**src/rtl/dmem_arb_pkg.sv**
```systemverilog
// dmem_arb_pkg: bus owner encoding and default parameters shared by the data-memory arbiter
package dmem_arb_pkg;
  typedef enum logic [1:0] {OWN_IDLE = 2'd0, OWN_CPU = 2'd1, OWN_DMA = 2'd2} owner_e;
  localparam int ADDR_W_D      = 32;
  localparam int DATA_W_D      = 32;
  localparam int MAX_DMA_RUN_D = 4;
  localparam int CNT_W_D       = 16;
endpackage

```
**src/rtl/dmem_arb_rr.sv**
```systemverilog
// dmem_arb_rr: alternating-priority CPU/DMA grant with a cap on consecutive DMA wins while the CPU waits
module dmem_arb_rr
  import dmem_arb_pkg::*;
#(
  parameter int MAX_DMA_RUN = MAX_DMA_RUN_D
) (
  input  logic clk,
  input  logic rst,
  input  logic i_cpu_req,
  input  logic i_dma_req,
  output logic o_cpu_gnt,
  output logic o_dma_gnt
);
  localparam int RUN_W = $clog2(MAX_DMA_RUN + 1);
  logic             r_prio_dma;
  logic [RUN_W-1:0] r_run_cnt;
  logic             w_run_max;
  assign w_run_max = r_run_cnt == RUN_W'(MAX_DMA_RUN);
  assign o_cpu_gnt = i_cpu_req & (~i_dma_req | w_run_max | ~r_prio_dma);
  assign o_dma_gnt = i_dma_req & ~o_cpu_gnt;
  // prio only moves on contended cycles; the run counter restarts whenever the CPU is not waiting
  always_ff @(posedge clk or posedge rst)
    if (rst) begin
      r_prio_dma <= 1'b0;
      r_run_cnt  <= '0;
    end else begin
      r_prio_dma <= (i_cpu_req & i_dma_req) ? o_cpu_gnt : r_prio_dma;
      r_run_cnt  <= (~i_cpu_req | o_cpu_gnt) ? '0 :
                    (o_dma_gnt & ~w_run_max) ? r_run_cnt + 1'b1 : r_run_cnt;
    end
endmodule

```
**src/rtl/dmem_arbiter.sv**
```systemverilog
// dmem_arbiter: shares one single-cycle data memory between the CPU datapath and a DMA/loader port
module dmem_arbiter
  import dmem_arb_pkg::*;
#(
  parameter int ADDR_W      = ADDR_W_D,
  parameter int DATA_W      = DATA_W_D,
  parameter int MAX_DMA_RUN = MAX_DMA_RUN_D,
  parameter int CNT_W       = CNT_W_D
) (
  input  logic              clk,
  input  logic              rst,
  input  logic              cpu_mem_read,
  input  logic              cpu_mem_write,
  input  logic [ADDR_W-1:0] cpu_addr,
  input  logic [DATA_W-1:0] cpu_wdata,
  output logic [DATA_W-1:0] cpu_rdata,
  output logic              cpu_stall,
  input  logic              dma_req,
  input  logic              dma_we,
  input  logic [ADDR_W-1:0] dma_addr,
  input  logic [DATA_W-1:0] dma_wdata,
  output logic              dma_gnt,
  output logic [DATA_W-1:0] dma_rdata,
  output logic              dma_rvalid,
  output logic [ADDR_W-1:0] mem_addr,
  output logic [DATA_W-1:0] mem_wdata,
  output logic              mem_re,
  output logic              mem_we,
  input  logic [DATA_W-1:0] mem_rdata,
  output logic [1:0]        bus_owner,
  output logic [CNT_W-1:0]  stall_cnt
);
  logic              w_cpu_req, w_cpu_gnt, w_dma_gnt;
  owner_e            r_owner;
  logic [DATA_W-1:0] r_dma_rdata;
  logic              r_dma_rvalid;
  logic [CNT_W-1:0]  r_stall_cnt;
  assign w_cpu_req = cpu_mem_read | cpu_mem_write;
  dmem_arb_rr #(.MAX_DMA_RUN(MAX_DMA_RUN)) u_rr (
    .clk      (clk),
    .rst      (rst),
    .i_cpu_req(w_cpu_req),
    .i_dma_req(dma_req),
    .o_cpu_gnt(w_cpu_gnt),
    .o_dma_gnt(w_dma_gnt)
  );
  // a CPU request with both strobes high is a store; the read strobe is ignored
  assign mem_addr   = w_cpu_gnt ? cpu_addr : w_dma_gnt ? dma_addr : '0;
  assign mem_wdata  = w_cpu_gnt ? cpu_wdata : w_dma_gnt ? dma_wdata : '0;
  assign mem_we     = (w_cpu_gnt & cpu_mem_write) | (w_dma_gnt & dma_we);
  assign mem_re     = (w_cpu_gnt & ~cpu_mem_write) | (w_dma_gnt & ~dma_we);
  assign cpu_rdata  = mem_rdata;
  assign cpu_stall  = w_cpu_req & ~w_cpu_gnt;
  assign dma_gnt    = w_dma_gnt;
  assign dma_rdata  = r_dma_rdata;
  assign dma_rvalid = r_dma_rvalid;
  assign bus_owner  = r_owner;
  assign stall_cnt  = r_stall_cnt;
  always_ff @(posedge clk or posedge rst)
    if (rst) begin
      r_owner      <= OWN_IDLE;
      r_dma_rdata  <= '0;
      r_dma_rvalid <= 1'b0;
      r_stall_cnt  <= '0;
    end else begin
      r_owner      <= w_cpu_gnt ? OWN_CPU : w_dma_gnt ? OWN_DMA : OWN_IDLE;
      r_dma_rvalid <= w_dma_gnt & ~dma_we;
      r_dma_rdata  <= (w_dma_gnt & ~dma_we) ? mem_rdata : r_dma_rdata;
      r_stall_cnt  <= r_stall_cnt + CNT_W'(cpu_stall & ~&r_stall_cnt);
    end
endmodule
```
**config.mk**
```make
export PLATFORM = sky130hd
export DESIGN_NAME = dmem_arbiter
export DESIGN_NICKNAME = d
export VERILOG_FILES = /design/src/rtl/dmem_arb_pkg.sv /design/src/rtl/dmem_arb_rr.sv /design/src/rtl/dmem_arbiter.sv
export SDC_FILE = /design/constraint.sdc
export NUM_CORES = 1
export LEC_CHECK = 0
export CAP_MARGIN = 20
export CORE_AREA = 2 2 123 125
export DETAILED_ROUTE_END_ITERATION = 10
export DIE_AREA = 0 0 125 127
export GPL_TIMING_DRIVEN = 0
export PLACE_DENSITY = 0.67
export SYNTH_ARGS = -nofsm -noshare
export SYNTH_HDL_FRONTEND = slang
export SYNTH_SLANG_ARGS = --single-unit
export TNS_END_PERCENT = 30
```
**constraint.sdc**
```tcl
create_clock -name clk -period 5.46 [get_ports clk]
set_input_delay 1.638 -clock clk [delete_from_list [all_inputs] [get_ports clk]]
set_output_delay 1.638 -clock clk [all_outputs]
set_load 0.01 [all_outputs]
```
==> metrics.yaml <==
floorplan:
  start_util: 0.256
  die_h_um: 127
  dieArea_um2: 15900
  pin_count: 317
  dieWidth_um: 125
  rows: 44
  core_um2: 14400
clocking:
  cts_root_buffer: "clkbuf_16"
  h-tree-depth: 2
  cts_tree: "yes"
  clock_sinks: 55
  clkLatencyLatePin_ns: 0.29
  hold_buffers: 0
  post_cts_buffers: 0
  clk_pin_slew_ns: 0.06
  cts_buffers: 5
  clock_path_buffers: 2
logic_synthesis:
  synth-seq-cells: 55
  yosys-top-cells-count: "inv_1, o211ai_1, o21ai_0"
  synth_top_cell_area_share: 0.373
  yosysWarnings: 0
  synth_top_area_cell: "dfrtp_1"
  synth.avg_cell_area_um2: 8.81
  synthFlopType: "dfrtp_1"
  synth_edf_count: 0
  synthCells: 419
  synth-async-reset-ratio: 1.00
  ys_seq_area_frac: 0.373
  post-synth-top-count-cell: "inv_1"
  yosysUniqueCellTypes: 33
  synth_fp_nets: 590
  ys_top_cells_by_area: "dfrtp_1, o211ai_1, o21ai_0"
  synth_area_um2: 3690
pwr:
  p_clk_frac: 0.179
  leakagePower_nw: 3.10
  switching_power_mw: 0.541
  peakVddDrop_mv: 0.132
  internal-power_mw: 1.16
  finalPower_mw: 1.70
  combinationalPowerShare: 0.490
  p_seq_frac: 0.331
  swShare: 0.319
  p_per_area_nw_per_um2: 235
worst_setup_path:
  path_class: "input port to primary output"
  crit_required_ns: 3.82
  cp_max_fo: 10
  end_kind: "primary output"
  arrival_ns: 3.73
  crit_slowest_cell: "clkdlybuf4s50_1"
  start_kind: "input port"
  crit_path_cell_trace: "clkdlybuf4s50_1 > nor2_4 > a21o_1 > buf_2 > buf_2 > o21ai_0 > clkdlybuf4s50_1"
  slowest_delay_ns: 0.59
cells_and_area:
  num-nets-final: 913
  drive_above_1_share: 0.0916
  post-route-util: 0.502
  syn_to_final_growth_pct: 96.2
  antenna_cells: 0
global_route:
  grt_pass1_vias: 4332
  grt_max_degree: 34
  antenna_found_initial: 0
  grt_usage: 0.172
  grt_pass1_wl_um: 22500
  grt_overflow: 0
sta:
  setup_viol: 0
  fin_crit_sh: 0.983
  setup-tns-final_ns: 0
  whs_ns: 0.460
  period_minus_slack_ns: 5.36
  rsz0062_at_grt: "no"
  finClkSkew_ns: 0.00764
  finalHoldViolations: 0
  fmax_mhz: 186
  worstMarginPinSlew_ns: 0.528
  drv_slew: 0
  relSlewSlack: 0.648
drt:
  drtIter0Drc: 174
  drc: 0
  wl_per_cell_um: 15.8
  ant_nets: 0
  num_vias: 4243
  viasPerCell: 4.58
  drtPass1Iterations: 4
  totalWireLength_um: 14600
placement:
  gp_congestion: 0.895
  io_buffers: 315
  dpl.hpwl_um: 12300
job:
  maxCapViolCount: 0
hold_path:
  hp-class: "flip-flop to flip-flop"
status:
  status: "finished clean"
==> what timing repair did <==
action,in CTS,in global routing
endpoints found under the hold margin,0,0
endpoints found under the setup margin,0,14
gates resized for setup,0,4
==> per-stage QoR <==
step           instances  cell area (µm²)  setup slack (ns)
2_1_floorplan        419             3690              1.29
3_3_place_gp         918             7070            0.0635
3_5_place_dp         919             7090            0.0407
4_1_cts              926             7230            0.0363
5_1_grt              926             7240           0.00462
6_report             926             7240            0.0955
==> power groups by stage <==
stage	combinational (mW)	sequential, mW	clock (mW)
after global routing	0.893	0.574	0.338
after floorplan	0.274	0.599	0
after detailed placement	0.837	0.570	0
after global placement	0.829	0.564	0
after CTS	0.842	0.562	0.319
final	0.833	0.561	0.304
==> flip-flops by register name, indices dropped and copies added (netlist names) <==
signal,count
stall_cnt,16
u_rr.r_run_cnt,3
dma_rdata,32
u_rr.r_prio_dma,1
bus_owner,2
dma_rvalid,1
==> worst max-delay path, delay by kind of cell <==
family          cells  cell delay, ns
buf+inv             4            1.56
compound gates      2            0.45
simple gates        1            0.08
==> logic make-up (layout without fill, tap and decap cells) <==
kind of cell / count (synthesis) / after routing / synth area share
AOI/OAI and AO/OA: 137 / 137 / 0.240
xor gates and xnor gates: 15 / 15 / 0.0356
adders and majority gates: 5 / 5 / 0.0169
buffers and inverters: 138 / 461 / 0.185
DFF: 55 / 55 / 0.373
muxes: 32 / 32 / 0.0976
and+or+nand+nor: 37 / 37 / 0.0522
==> final cells by class <==
class,count,area (µm²)
flip-flops and latches,55,1380
well taps,184,230
plain buffers,64,408
multi-input cells,226,1640
inverters,74,278
fillers,1348,7180
clock inverters,2,13.8
clock buffers,5,125
repair buffers,316,3170
==> cells in the final DEF (no fill, tap or decap), types with 2 or more instances in the layout <==
cell,n
clkdlybuf4s50_1,315
inv_1,73
o211ai_1,64
o21ai_0,61
dfrtp_1,55
buf_4,33
mux2_1,28
buf_2,14
clkbuf_1,12
xor2_1,9
nand3_1,7
nor2_1,7
nor4_1,6
xnor2_1,6
nand4_1,5
ha_1,5
clkbuf_16,5
nand2_1,4
o21ai_1,4
mux2_2,4
buf_6,3
nor3_1,3
o21a_1,2
==> worst paths after layout <==
path	startpoint	endpoint	slack, ns	cells past startpoint
hold / removal	u_rr.r_run_cnt[0]	u_rr.r_run_cnt[0]	0.46	1
setup reg to reg	u_rr.r_run_cnt[0]	stall_cnt[14]	2.91	10
max in group asynchronous	rst	dma_rdata[30]	3.19	3
setup / recovery	cpu_mem_write	mem_addr[21]	0.1	7
min in group asynchronous	rst	dma_rdata[25]	1.72	2
hold reg to reg	u_rr.r_run_cnt[0]	u_rr.r_run_cnt[0]	0.46	1
==> layer usage <==
metal | wire (µm) | GRT usage
met3 | 1170 | 0.0473
met2 | 7550 | 0.324
met5 | 0 | 0
met1 | 5610 | 0.193
met4 | 297 | 0.0431
Note: power is estimated with default switching activity, not from simulation.
